==> src/rtl/disp_pkg.sv <==
// Shared types and constants for the display-sharing arbiter.
package disp_pkg;
  typedef enum logic {IDLE, SHOW} disp_state_t;

  localparam int DASH_CODE = 10000;
  localparam int HELO_CODE = 9999;

  // Dwell counter only has to reach HOLD_CYCLES-1.
  function automatic int dwell_w(input int hold);
    return (hold > 2) ? $clog2(hold) : 1;
  endfunction

  function automatic int idx_w(input int n);
    return (n > 2) ? $clog2(n) : 1;
  endfunction
endpackage

==> src/rtl/disp_share_arbiter_if.sv <==
// Requester-side bus of the display arbiter: requests/values in, owner and display value out.
interface disp_share_arbiter_if #(
  parameter int N_REQ = 3
);
  logic [N_REQ-1:0]       req;
  logic [N_REQ-1:0][31:0] value;
  logic [N_REQ-1:0]       grant;
  logic [31:0]            num_out;
  logic                   busy;

  modport master (output req, value, input grant, num_out, busy);
  modport slave  (input req, value, output grant, num_out, busy);
endinterface

==> src/rtl/rr_pick.sv <==
// Round-robin picker: first set request strictly after i_last, with wrap-around.
module rr_pick
  import disp_pkg::*;
#(
  parameter int N_REQ = 3,
  localparam int IW   = idx_w(N_REQ)
)(
  input  logic [N_REQ-1:0] i_req,
  input  logic [IW-1:0]    i_last,
  output logic             o_valid,
  output logic [IW-1:0]    o_pick
);
  logic [2*N_REQ-1:0] w_dbl;
  logic [2*N_REQ-1:0] w_mask;
  logic [2*N_REQ-1:0] w_hit;

  // Doubling the vector turns the wrap-around into a plain window last+1..last+N.
  always_comb begin
    w_dbl = {i_req, i_req};
    for (int i = 0; i < 2*N_REQ; i++)
      w_mask[i] = (i > int'(i_last)) && (i <= int'(i_last) + N_REQ);
    w_hit   = w_dbl & w_mask;
    o_valid = |i_req;
    o_pick  = '0;
    for (int i = 2*N_REQ-1; i >= 0; i--)
      if (w_hit[i]) o_pick = (i >= N_REQ) ? IW'(i - N_REQ) : IW'(i);
  end
endmodule

==> src/rtl/disp_share_arbiter.sv <==
// Shares one 4-digit display between N_REQ requesters, round-robin with a minimum dwell per grant.
module disp_share_arbiter
  import disp_pkg::*;
#(
  parameter int N_REQ       = 3,
  parameter int HOLD_CYCLES = 50_000_000,
  parameter int IDLE_CODE   = DASH_CODE
)(
  input  logic                 clk,
  input  logic                 rst_n,
  disp_share_arbiter_if.slave  bus
);
  localparam int              IW        = idx_w(N_REQ);
  localparam int              DW        = dwell_w(HOLD_CYCLES);
  localparam logic [DW-1:0]   DWELL_MAX = DW'(HOLD_CYCLES - 1);
  localparam logic [31:0]     IDLE_VAL  = 32'(IDLE_CODE);
  localparam logic [N_REQ-1:0] ONE      = {{(N_REQ-1){1'b0}}, 1'b1};

  disp_state_t      r_state, w_state_nxt;
  logic [N_REQ-1:0] r_grant, w_grant_nxt;
  logic [IW-1:0]    r_last,  w_last_nxt;
  logic [DW-1:0]    r_dwell, w_dwell_nxt;
  logic [31:0]      r_num,   w_num_nxt;

  logic [N_REQ-1:0] w_cand;
  logic             w_pend;
  logic [IW-1:0]    w_pick;
  logic             w_own_req;
  logic [31:0]      w_own_val;
  logic             w_done;

  // In IDLE grant is zero, so the same picker serves both first pick and handover.
  assign w_cand = bus.req & ~r_grant;

  rr_pick #(.N_REQ(N_REQ)) u_pick (
    .i_req   (w_cand),
    .i_last  (r_last),
    .o_valid (w_pend),
    .o_pick  (w_pick)
  );

  assign w_own_req = bus.req[r_last];
  assign w_own_val = bus.value[r_last];
  assign w_done    = (r_dwell == DWELL_MAX);

  always_comb begin
    w_state_nxt = r_state;
    w_grant_nxt = r_grant;
    w_last_nxt  = r_last;
    w_dwell_nxt = r_dwell;
    w_num_nxt   = r_num;
    unique case (r_state)
      IDLE: begin
        w_num_nxt = IDLE_VAL;
        if (w_pend) begin
          w_state_nxt = SHOW;
          w_grant_nxt = ONE << w_pick;
          w_last_nxt  = w_pick;
          w_dwell_nxt = '0;
        end
      end
      SHOW: begin
        if (!w_done) w_dwell_nxt = r_dwell + 1'b1;
        // Negative values have no rendering; show dashes instead. Dropped owner freezes.
        if (w_own_req) w_num_nxt = w_own_val[31] ? IDLE_VAL : w_own_val;
        if (w_done) begin
          if (w_pend) begin
            w_grant_nxt = ONE << w_pick;
            w_last_nxt  = w_pick;
            w_dwell_nxt = '0;
          end else if (!w_own_req) begin
            w_state_nxt = IDLE;
            w_grant_nxt = '0;
            w_num_nxt   = IDLE_VAL;
            w_dwell_nxt = '0;
          end
        end
      end
      default: w_state_nxt = IDLE;
    endcase
  end

  always_ff @(posedge clk or negedge rst_n) begin
    if (!rst_n) begin
      r_state <= IDLE;
      r_grant <= '0;
      r_last  <= IW'(N_REQ - 1);
      r_dwell <= '0;
      r_num   <= IDLE_VAL;
    end else begin
      r_state <= w_state_nxt;
      r_grant <= w_grant_nxt;
      r_last  <= w_last_nxt;
      r_dwell <= w_dwell_nxt;
      r_num   <= w_num_nxt;
    end
  end

  assign bus.grant   = r_grant;
  assign bus.num_out = r_num;
  assign bus.busy    = (r_state == SHOW);
endmodule

==> src/flat_wrapper.sv <==
// flat-port wrapper written by rule: the top's interface ports become plain ports
module disp_share_arbiter_flat import disp_pkg::*;
#(
  parameter int N_REQ       = 3,
  parameter int HOLD_CYCLES = 50_000_000,
  parameter int IDLE_CODE   = DASH_CODE
)
  (clk, rst_n, bus_req, bus_value, bus_grant, bus_num_out, bus_busy);
  disp_share_arbiter_if #(.N_REQ(N_REQ)) bus_i ();
  input  logic clk;
  input  logic rst_n;
  input wire logic [$bits(bus_i.req)-1:0] bus_req;
  input wire logic [$bits(bus_i.value)-1:0] bus_value;
  output wire logic [$bits(bus_i.grant)-1:0] bus_grant;
  output wire logic [$bits(bus_i.num_out)-1:0] bus_num_out;
  output wire logic [$bits(bus_i.busy)-1:0] bus_busy;
  assign bus_i.req = bus_req;
  assign bus_i.value = bus_value;
  assign bus_grant = bus_i.grant;
  assign bus_num_out = bus_i.num_out;
  assign bus_busy = bus_i.busy;
  disp_share_arbiter #(.N_REQ(N_REQ), .HOLD_CYCLES(HOLD_CYCLES), .IDLE_CODE(IDLE_CODE)) u_core (.clk(clk), .rst_n(rst_n), .bus(bus_i));
endmodule
==> config.mk <==
export PLATFORM = sky130hd
export DESIGN_NAME = disp_share_arbiter_flat
export DESIGN_NICKNAME = d
export VERILOG_FILES = /design/src/rtl/disp_pkg.sv /design/src/rtl/disp_share_arbiter_if.sv /design/src/rtl/rr_pick.sv /design/src/rtl/disp_share_arbiter.sv /design/src/flat_wrapper.sv
export SDC_FILE = /design/constraint.sdc
export NUM_CORES = 1
export LEC_CHECK = 0
export ABC_AREA = 1
export BUFFER_PORTS_ARGS = -buffer_cell sky130_fd_sc_hd__buf_2
export CORE_MARGIN = 2
export CORE_UTILIZATION = 44
export DETAILED_ROUTE_END_ITERATION = 7
export GPL_TIMING_DRIVEN = 0
export HOLD_SLACK_MARGIN = 0.12
export PLACE_DENSITY = 0.67
export SLEW_MARGIN = 20
export SYNTH_ARGS = -nofsm -noshare
export SYNTH_HDL_FRONTEND = slang
export SYNTH_HIERARCHICAL = 1
export SYNTH_SLANG_ARGS = --single-unit
==> constraint.sdc <==
create_clock -name clk -period 2.9 [get_ports clk]
set_input_delay 0.58 -clock clk [delete_from_list [all_inputs] [get_ports clk]]
set_output_delay 0.58 -clock clk [all_outputs]
set_load 0.005 [all_outputs]
### Yosys cells after proc, flatten, opt, wreduce, memory -nomap -nowiden

Index checks and enable logic that the tools add are counted.

* input port bits: 101
* memories kept: 0
* RAM bits: 0
* bits in latches: 0
* flip-flop bits (word level): 64
* output and inout port bits: 36
* bits in read-only memories: 0
* logic and storage cells: 65

* equality and inequality tests: 4
* reduce and logical (&&, ||, !) cells: 5
* $lt $le $gt $ge: 9
* div/mod/pow operators: 0
* $add $sub $neg: 2
* multiply operators: 0
* bitwise gates (word level): 4
* shift operators: 1
* mux-type cells: 35

Operators with widths (count)
* $mux 32: 5
* $mux 26: 5
* $bmux 32 s2: 1
* $le 3x32->1 const A: 2
* $le 4x32->1 const A: 2
* $pmux 32 s2: 1
* $pmux 26 s2: 1
* $le 2x32->1 const A: 1
* $mux 31: 1
* $add 26x1->26 const B: 1
* $eq 26x26->1 const B: 1
* $mux 2: 8
* $mux 3: 4
* $and 6x6->6: 1
* $pmux 3 s2: 1
* $mux 1: 5
* $gt 2x2->1 const A: 2
* $ne 2x2->1 const B: 2
* $pmux 2 s2: 1
* $add 2x2->3 const B: 1
* $and 3x3->3: 1
* $logic_and 1x1->1: 3
* $lt 2x3->1 const B: 1
* $ne 3x3->1 const B: 1
* 8 further kinds: 8

### Depth between registers and ports, before layout

Gate-level depths: netlist of the first run.

* word-level depth: 14
* gate-level depth with buffers: 11
* depth with buffers taken out: 11

### By module

The synthesis of the first run kept the hierarchy.

By module, submodules not included
* disp_share_arbiter: cells an instance 656, area each 4324.1 um^2, times used 1, seq. area each 1609.0 um^2
* rr_pick: cells an instance 31, area each 166.4 um^2, times used 1, seq. area each 0.0 um^2

### Worst setup path after synthesis of the first run

OpenSTA, ideal clock, no wires.

* path type: input port to flip-flop
* start: input port bus_req[2]
* end: register u_core.r_num[11] (netlist: u_core/bus.num_out[11])
* data required time: 2779 ps
* path buffers: 1
* library setup time: 121 ps
* arrival: 1879 ps
* setup slack: 900 ps
* stages on the path: 8
* cell sequence: inv_1 nor2_1 or3_1 inv_1 nand2_1 o21ai_4 buf_12 nor2_2

* elaborated cells on any way between the ends: 9
* those cells by class: 7 x mux; 1 x bitwise; 1 x reduce/logical

RTL lines
* start: declaration: RTL line flat_wrapper.sv:12 `input wire logic [$bits(bus_i.req)-1:0] bus_req;`
* $and 3x3->3: RTL line disp_share_arbiter.sv:33 `assign w_cand = bus.req & ~r_grant;`
* net u_core.w_cand[2]: RTL line disp_share_arbiter.sv:25 `logic [N_REQ-1:0] w_cand;`
* $reduce_or 3->1: RTL line rr_pick.sv:23 `o_valid = |i_req;`
* net u_core.w_pend: RTL line disp_share_arbiter.sv:26 `logic w_pend;`
* $mux 32: RTL line disp_share_arbiter.sv:67 `if (w_pend) begin`
* $mux 32: RTL line disp_share_arbiter.sv:66 `if (w_done) begin`
* $pmux 32 s2: RTL line disp_share_arbiter.sv:52 `unique case (r_state)`
* net u_core.w_num_nxt[11]: RTL line disp_share_arbiter.sv:23 `logic [31:0] r_num, w_num_nxt;`
* end signal: assignment: RTL line disp_share_arbiter.sv:95 `r_num <= w_num_nxt;`
* end: declaration: RTL line disp_share_arbiter.sv:23

The timed path passes the listed nets, and every way through them passes these cells. The select of a mux whose other input is x is not followed.
A chain may end at the register's enable or synchronous reset.

### Worst setup path after layout of the first run

* start: register u_core.r_grant[1] (netlist: u_core/bus.grant[1])
* end: register u_core.r_grant[1] (netlist: u_core/bus.grant[1])

* elaborated cells on any way between the ends: 17
* those cells by class: 2 x eq/ne; 1 x shift; 9 x mux; 3 x bitwise; 2 x reduce/logical

RTL lines
* start: declaration: RTL line disp_share_arbiter.sv:20 `logic [N_REQ-1:0] r_grant, w_grant_nxt;`
* start signal: assignment: RTL line disp_share_arbiter.sv:92 `r_grant <= w_grant_nxt;`
* $not 3->3 *: RTL line disp_share_arbiter.sv:33
* $and 3x3->3 *: RTL line disp_share_arbiter.sv:33
* net u_core.w_cand[1]: RTL line disp_share_arbiter.sv:25
* $reduce_or 3->1 *: RTL line rr_pick.sv:23
* net u_core.w_pend: RTL line disp_share_arbiter.sv:26
* $mux 3: RTL line disp_share_arbiter.sv:67
* $mux 3: RTL line disp_share_arbiter.sv:66
* $pmux 3 s2: RTL line disp_share_arbiter.sv:52

Mark *: on every way through the listed nets, which the timed path passes. The rest lies on a longest branch. The select of a mux whose other input is x is not followed.

==> results of run 1 <==
[worst max path at each step]
stage | cells past startpoint | end | slack (ns)
after floorplan | 8 | u_core/bus.num_out[11] | 0.90
after global placement | 10 | u_core/bus.grant[1] | 0.37
after detailed placement | 10 | u_core/r_dwell[20] | 0.33
after CTS | 8 | u_core/bus.grant[1] | 0.61
after global routing | 10 | u_core/r_dwell[6] | 0.41
final | 8 | u_core/bus.grant[1] | 0.58
[power by group through the flow]
stage               Clock, uW  Sequential (uW)  Combinational, uW
finish                    860             1530               2710
global route              920             1580               3080
CTS                       884             1530               2690
detailed placement          0             1540               2680
global placement            0             1530               2600
floorplan                   0             1500               1790
[synth_stat cells, drive strengths merged]
library cell  count
a21oi             3
buf              18
clkbuf           14
dfrtp            58
dfstp             6
ha                6
inv              51
mux2i             5
nand2           192
nand3            74
nand3b            5
nand4             9
nor2            127
nor3              2
o211ai            1
o21ai           103
o21bai            4
o22ai             1
or2               2
or3               1
xor2              5
[kinds of logic after synthesis]
| kind of cell | after synthesis | synth area share |
|---|---|---|
| DFF | 64 | 0.358 |
| buffers and inverters | 83 | 0.0808 |
| muxes | 5 | 0.0111 |
| AOI/OAI and AO/OA | 112 | 0.135 |
| adders and majority gates | 6 | 0.0167 |
| and+or+nand+nor | 412 | 0.389 |
| xor gates and xnor gates | 5 | 0.00975 |
[area by class of cell]
class                           instances  area, um2  share of cell area
Buffer                                 32        171              0.0306
Clock buffer                           13        159              0.0284
Clock inverter                          3       65.1              0.0116
Inverter                               51        191              0.0342
Multi-Input combinational cell        540       2520               0.450
Sequential cell                        64       1610               0.287
Tap cell                              133        166              0.0297
Timing Repair Buffer                  138        721               0.129
[state kept, by name (all words and copies together), names as in the netlist]
register	count
u_core/bus.busy	1
u_core/r_last	2
u_core/r_dwell	26
u_core/bus.num_out	32
u_core/bus.grant	3
[repair_timing]
item,in CTS,in global routing
setup buffers,0,0
endpoints found under the hold margin,17,0
hold buffers,1,0
[layer usage]
metal,GRT usage,vias to the layer above,share of wire
li1,-,2524,-
met1,0.328,2310,0.42
met5,0,-,0.00068
met2,0.479,199,0.49
met4,0.0990,2,0.020
met3,0.0524,22,0.064
[through the flow]
step           power [uW]  hold WS [ns]  instances
3_3_place_gp         4140         0.483        956
6_report             5110         0.503        974
4_1_cts              5100         0.507        974
3_5_place_dp         4220         0.478        957
5_1_grt              5570         0.530        974
2_1_floorplan        3300         0.284        687
[critical path: stages, from the launching register on]
cell,delay [ns]
dfrtp_1,0.40
nor2_1,0.24
or3_1,0.30
inv_1,0.18
nand2_1,0.16
clkbuf_1,0.42
nand3_1,0.32
nand2_1,0.14
nand2_1,0.05
==> run_results.csv, run 1 <==
group,metric,value,unit
worst_hold_path,hold_class,"reg -> reg",
power,clock_power_share,0.168,
grt,grt_pass1_wl,24000,um
drt,drc_errors,0,
drt,routed_via_density,5.19,
timing,skew,0.0134,ns
setup_path,cp_data_required_time,3.12,ns
grt,grt_overflow,0,
setup_path,worstPathArrival,2.54,ns
yosys,synth_top_cell_by_area,"dfrtp_1",
clock_tree,cts_sinks,64,
clock_tree,clk_pin_slew,0.06,ns
floorplanning,die_height,105,um
timing,period_needed,2.32,ns
clock_tree,cts_tree,"built",
setup_path,setup.worst_path.end_class,"register",
clock_tree,cts_root_buf,"clkbuf_8",
power,switchingPower,2330,uW
setup_path,reg2reg_to,"u_core/bus.grant[1]",
drt,firstDrtPassIters,5,
timing,fin_ws,0.580,ns
setup_path,critPathMaxFanout,10,
grt,grt_use_total,0.272,
yosys,synth_cell_types,33,
drt,drt_iter0_drc,340,
place,placedInstanceArea,5370,um2
yosys,ys_ff_latch,64,
timing,setup_viol,0,
yosys,ys_seq_area_frac,0.358,
power,powerDensity,912,nW/um2
timing,fin_setup_tns,0,ns
clock_tree,numCtsBuffers,9,
final_layout,design_area,5600,um2
yosys,synthCells,687,
yosys,yosysWarnings,6,
final_layout,nets,943,
timing,slew_headroom,0.632,
timing,rsz0062_at_grt,"false",
setup_path,r2r_cells,8,
floorplanning,io_pins,137,
yosys,synth_top_area_share,0.323,
power,pwr-share-seq,0.300,
place,pre_cts_ws,0.326,ns
setup_path,r2r-start,"u_core/bus.grant[1]",
power,max-vdd-ir-drop,0.356,mV
worst_hold_path,hold_end,"u_core/bus.grant[0]",
timing,post-route-period-util,0.800,
timing,max_freq,431,MHz
grt,grt_max_degree,48,
clock_tree,cts_resized,0,
grt,antenna_found_initial,1,
drt,wl_per_cell,15.2,um
worst_hold_path,min_from,"u_core/bus.grant[0]",
final_layout,post-route-util,0.570,
drt,vias,5057,
yosys,syn_avg_cell_area,6.54,um2
final_layout,final_common_cell,"nand2_1",
place,place.gp.congestion,0.971,
final_layout,layout_common_cells,"187 x nand2_1, 145 x buf_2, 112 x nor2_1, 84 x o21ai_0, 74 x nand3_1",
floorplanning,die-area,11000,um2
worst_hold_path,hold_depth,2,
place,io_buffers,136,
floorplanning,die_width,105,um
clock_tree,clock_path_buffers,2,
final_layout,drive_above_1_share,0.240,
place,hpwl,11600,um
clock_tree,insertion_delay,0.34,ns
final_layout,area_delta_synth_final,24.7,%
setup_path,critPathKind,"reg -> reg",
status,status,"complete, no violations",
setup_path,timing.reg2reg.setup_slack,0.58,ns
power,power_leakage,0.00278,uW
final_layout,nFillCells,1025,
timing,worst_slew_pin_slew,0.551,ns
setup_path,setup.worst_path.start,"u_core/bus.grant[1]",
floorplanning,fp-row-count,36,
yosys,syn_area,4490,um2
timing,slew_violations,0,
grt,first_global_vias,4923,
clock_tree,htreeDepth,3,
yosys,synthTopCellsByArea,"dfrtp_1 32%, nand2_1 16%, nor2_1 9.4%, o21ai_0 9.4%, nand3_1 8.2%",
setup_path,cp-start-kind,"register",
timing,final_hold_viol_count,0,
drt,drt-total-wl,14800,um
floorplanning,start_util,0.457,
drt,ant_nets,0,
job,maxCapViolCount,0,
power,p_int,2780,uW
floorplanning,fp.coreArea,9820,um2
power,comb_power_share,0.531,
yosys,synth_fp_nets,794,
final_layout,antenna_cells,0,
power,p_sw_frac,0.456,
(Power assumes the default switching activity.)
==> run 2: changes to the inputs <==
- PLACE_DENSITY: 0.67 -> 0.7
- clock period: 2.9 -> 2 ns (I/O delays scaled with it)
==> run_results.csv, run 2 (same netlist as run 1, synthesis figures left out) <==
group,metric,value,unit
drt,routed_via_density,5.21,
status,status,"complete, no violations",
timing,skew,0.00760,ns
place,io_buffers,136,
clock_tree,cts_tree,"built",
drt,ant_nets,0,
grt,grt_pass1_wl,23000,um
drt,firstDrtPassIters,7,
timing,worst_slew_pin_slew,0.597,ns
clock_tree,clk_pin_slew,0.07,ns
drt,wl_per_cell,15.1,um
floorplanning,die_width,105,um
floorplanning,io_pins,137,
timing,post-route-period-util,0.976,
final_layout,largest_register_ffs,32,
final_layout,final_common_cell,"nand2_1",
place,hpwl,11200,um
final_layout,antenna_cells,0,
clock_tree,insertion_delay,0.35,ns
floorplanning,die_height,105,um
grt,antenna_found_initial,0,
timing,max_freq,513,MHz
final_layout,nets,954,
setup_path,cp_data_required_time,2.23,ns
timing,setup_viol,0,
final_layout,drive_above_1_share,0.285,
floorplanning,fp.coreArea,9820,um2
power,p_sw_frac,0.460,
grt,grt_overflow,0,
drt,vias,5131,
setup_path,critPathMaxStageDelay,0.62,ns
timing,slew_violations,0,
grt,grt_max_degree,47,
job,maxCapViolCount,0,
clock_tree,cts_sinks,64,
timing,final_hold_viol_count,0,
power,pwr-share-seq,0.286,
timing,fin_setup_tns,0,ns
worst_hold_path,hold_class,"in -> reg",
clock_tree,numCtsBuffers,9,
setup_path,worstPathArrival,2.18,ns
grt,grt_use_total,0.258,
floorplanning,die-area,11000,um2
power,comb_power_share,0.555,
drt,drt-total-wl,14800,um
clock_tree,clock_path_buffers,2,
power,power_leakage,0.00287,uW
setup_path,critPathMaxFanout,7,
power,switchingPower,3580,uW
power,max-vdd-ir-drop,0.475,mV
power,clock_power_share,0.159,
drt,drc_errors,0,
clock_tree,htreeDepth,3,
place,place.gp.congestion,0.978,
final_layout,post-route-util,0.592,
power,p_int,4200,uW
setup_path,setup.worst_path.end_class,"register",
setup_path,cp-start-kind,"register",
setup_path,critPathSlowestCell,"dfstp_2",
setup_path,critPathKind,"reg -> reg",
timing,slew_headroom,0.602,
setup_path,path_cells,"inv_2 > ha_4 > inv_2 > nand2_2 > nand3_2 > nor2_1 > nor2_2 > nor2_2 > inv_1 > nand4_1 > nand2_1",
grt,first_global_vias,4820,
floorplanning,fp-row-count,36,
timing,period_needed,1.95,ns
timing,hold_ws,0.418,ns
final_layout,area_delta_synth_final,29.5,%
drt,drt_iter0_drc,385,
final_layout,layout_common_cells,"184 x nand2_1, 142 x buf_2, 107 x nor2_1, 83 x o21ai_0, 72 x nand3_1",
floorplanning,start_util,0.457,
power,powerDensity,1340,nW/um2
clock_tree,cts_root_buf,"clkbuf_8",
## run 2: routing by layer
metal	vias to the layer above	routed length (um)	global-route usage
met5	-	0	0
met4	0	257	0.0895
met3	22	969	0.0312
met2	219	7350	0.465
met1	2345	6250	0.317
li1	2545	-	-
## run 2: stage by stage
| stage | area, um2 | setup WS, ns | instances | total power (uW) |
|---|---|---|---|---|
| after floorplan | 4490 | 0.180 | 687 | 4780 |
| after global placement | 5340 | -0.296 | 956 | 6000 |
| after detailed placement | 5370 | -0.360 | 957 | 6110 |
| after CTS | 5680 | 0.00991 | 977 | 7450 |
| after global routing | 5810 | -0.0696 | 985 | 8430 |
| final | 5810 | 0.0489 | 985 | 7780 |
## run 2: timing repair
| action | in CTS | in global routing |
|---|---|---|
| setup endpoints to repair | 52 | 50 |
| endpoints found under the hold margin | 17 | 0 |
| gates resized for setup | 16 | 31 |
| setup buffers | 3 | 8 |
| pin swaps | 1 | 7 |
| hold buffers | 1 | 0 |
## run 2: critical path, delay by kind of cell, from the launching register on
kind	cells	cell delay (ns)
fa+ha+maj	1	0.28
simple gates	7	0.73
flops	1	0.62
buf+inv	3	0.20
## run 2: final timing paths
kind / startpoint / endpoint / slack (ns) / depth (start not counted)
setup / recovery: u_core/r_last[1] / u_core/bus.grant[0] / 0.05 / 11
hold / removal: bus_value[40] / u_core/bus.num_out[8] / 0.42 / 5
setup reg to reg: u_core/r_last[1] / u_core/bus.grant[0] / 0.05 / 11
hold reg to reg: u_core/bus.num_out[2] / u_core/bus.num_out[2] / 0.53 / 2
max in group asynchronous: rst_n / u_core/bus.num_out[10] / 0.97 / 3
min in group asynchronous: rst_n / u_core/r_dwell[13] / 0.47 / 2
## run 2: cell type report
type,instances,area [um2]
fillers,948,4010
clock buffers,9,124
well taps,133,166
multi-input cells,540,2600
repair buffers,149,816
plain buffers,32,209
clock inverters,7,95.1
inverters,51,195
flip-flops and latches,64,1610
## run 2: power groups by stage
stage               logic [uW]  registers (uW)  clock network, uW
floorplan                 2600            2180                  0
global placement          3780            2220                  0
detailed placement        3860            2240                  0
CTS                       3960            2230               1270
global route              4800            2300               1330
finish                    4320            2230               1240
==> run 3: changes to the inputs <==
- ABC_AREA: 1 -> default
- PLACE_DENSITY: 0.7 -> 0.71
==> run_results.csv, run 3 <==
group,metric,value,unit
yosys,syn_area,3990,um2
status,status,"finished, violations left",
final_layout,largest_register_ffs,32,
yosys,yosys.area_share.simple,0.214,
yosys,yosysMostFrequentCell,"dfrtp_1",
yosys,synth_top_family_by_area,"simple AND/OR/NAND/NOR gates",
place,hpwl,8640,um
setup_path,critPathKind,"reg -> reg",
floorplanning,fp-row-count,34,
job,maxCapViolCount,0,
yosys,ys_ff_latch,64,
final_layout,layout_common_cells,"138 x buf_2, 53 x dfrtp_1, 50 x nand2_1, 41 x nor2_1",
yosys,ys.flop_type,"dfrtp_1",
yosys,synth-edff-count,0,
grt,grt_use_total,0.240,
drt,routed_via_density,5.63,
floorplanning,fp.coreArea,8760,um2
clock_tree,htreeDepth,3,
timing,worst_slew_pin_slew,0.479,ns
timing,rsz0062_at_grt,"true",
power,powerDensity,642,nW/um2
drt,wl_per_cell,16.3,um
timing,slew_headroom,0.672,
place,place.gp.congestion,0.873,
clock_tree,clock_path_buffers,2,
timing,slew_violations,0,
yosys,yosysWarnings,6,
final_layout,drive_above_1_share,0.410,
drt,firstDrtPassIters,5,
grt,grt_overflow,0,
drt,drc_errors,0,
setup_path,crit_top_cell,"buf_6",
yosys,synthCells,452,
power,power_leakage,0.00256,uW
setup_path,critPathSlowestCell,"dfstp_2",
drt,drt-total-wl,12100,um
timing,period_needed,2.04,ns
timing,setup_viol,16,
yosys,synth_compound_area_frac,0.213,
yosys,synth_fp_nets,559,
floorplanning,die_height,99.2,um
clock_tree,cts_root_buf,"clkbuf_8",
floorplanning,die_width,99.2,um
drt,drt_iter0_drc,303,
clock_tree,cts_tree,"built",
final_layout,area_delta_synth_final,40.3,%
floorplanning,start_util,0.455,
worst_hold_path,hold_class,"in -> reg",
drt,vias,4187,
status,violations,"negative setup slack",
timing,skew,0.00807,ns
clock_tree,insertion_delay,0.33,ns
setup_path,cp_data_required_time,2.22,ns
timing,final_hold_viol_count,0,
place,io_buffers,136,
yosys,ys_seq_area_frac,0.403,
yosys,synth_commonest_cells,"58 x dfrtp_1, 52 x nand2_1, 50 x nor2_1, 37 x o21ai_0, 34 x mux2i_1",
yosys,synth_fa_ha_area_frac,0.0188,
clock_tree,clk_pin_slew,0.07,ns
timing,max_freq,491,MHz
setup_path,path_cells,"buf_6 > mux2i_4 > o2bb2ai_4 > a211o_1 > buf_6 > a31o_4 > a22o_1",
final_layout,post-route-util,0.639,
grt,antenna_found_initial,0,
yosys,synth_top_area_share,0.364,
final_layout,nets,739,
floorplanning,io_pins,137,
yosys,async_flop_share,1.00,
yosys,synth_top_cell_by_area,"dfrtp_1",
yosys,synthXorXnorAreaFrac,0.0110,
setup_path,setup.worst_path.end_class,"register",
timing,fin_ws,-0.0378,ns
final_layout,final_common_cell,"buf_2",
clock_tree,cts_sinks,64,
power,max-vdd-ir-drop,0.381,mV
grt,first_global_vias,3965,
setup_path,critPathMaxStageDelay,0.55,ns
timing,post-route-period-util,1.02,
setup_path,cp-start-kind,"register",
yosys,synth.area.mux_share,0.0881,
final_layout,antenna_cells,0,
yosys,syn_avg_cell_area,8.82,um2
place,pre_cts_ws,-0.508,ns
yosys,synth_cell_types,57,
grt,grt_max_degree,37,
yosys,synthTopCellsByArea,"dfrtp_1 36%, mux2i_1 8.5%, a22oi_1 4.9%, nand2_1 4.9%, nor2_1 4.7%",
setup_path,worstPathArrival,2.26,ns
grt,grt_pass1_wl,19200,um
drt,ant_nets,0,
setup_path,critPathMaxFanout,10,
floorplanning,die-area,9840,um2
clock_tree,numCtsBuffers,9,
## run 3: cell families after synthesis
kind of cell	Yosys count
AND/OR/NAND/NOR	174
AO/OA/AOI/OAI	120
flip-flops	64
buffers and inverters	48
multiplexers	35
adder cells (fa/ha/maj)	6
XOR/XNOR	5
## run 3: timing repair
item,4_1_cts,5_1_grt
hold endpoints to repair,26,0
hold buffers,1,0
buffers inserted,21,10
resized for setup,46,52
gates cloned,2,0
pin swaps,14,10
setup endpoints to repair,60,60
## run 3: worst paths after layout
kind	start	slack (ns)	endpoint	depth (start not counted)
min in group asynchronous	rst_n	0.54	u_core/r_dwell[20]	2
max in group asynchronous	rst_n	0.88	u_core/bus.num_out[9]	3
worst min-delay path	bus_value[40]	0.37	u_core/bus.num_out[8]	3
worst max-delay path	u_core/r_last[1]	-0.04	u_core/r_dwell[25]	7
worst min register to register	u_core/bus.num_out[13]	0.53	u_core/bus.num_out[13]	2
worst max register to register	u_core/r_last[1]	-0.04	u_core/r_dwell[25]	7
## run 3: through the flow
stage               cell area (um2)  instances  TNS (ns)  hold slack, ns  power [uW]
finish                         5600        744    -0.144           0.369        3600
global route                   5600        744     -2.94           0.376        3790
CTS                            5390        734     -1.40           0.360        3530
detailed placement             4870        697    -18.68           0.355        2340
global placement               4850        696    -16.57           0.508        2310
floorplan                      4030        452   -0.0383           0.104        2010
## run 3: worst max-delay path, delay by kind of cell (launching register included)
| kind | cells | cell delay, ns |
|---|---|---|
| buffers and inverters | 2 | 0.29 |
| AOI/OAI and AO/OA | 4 | 0.81 |
| DFF | 1 | 0.55 |
| muxes | 1 | 0.27 |
## run 3: layout make-up
type | instances | area, um2
Fill cell | 745 | 3170
Timing Repair Buffer | 170 | 992
Sequential cell | 64 | 1620
Clock inverter | 4 | 45.0
Tap cell | 108 | 135
Multi-Input combinational cell | 341 | 2390
Clock buffer | 11 | 141
Buffer | 30 | 215
Inverter | 16 | 60.1
## run 3: power by group
part | internal [uW] | leakage (uW) | switching [uW]
Clock | 597 | 0.0000989 | 484
Combinational | 443 | 0.00167 | 441
Sequential | 1480 | 0.000792 | 147
Total | 2520 | 0.00256 | 1070
## run 3: metal layers
layer	GRT usage	part of all wire	vias to the layer above
met5	0	0	-
met1	0.329	0.42	1997
met4	0.0727	0.015	0
li1	-	-	2034
met2	0.392	0.50	140
met3	0.0387	0.063	16
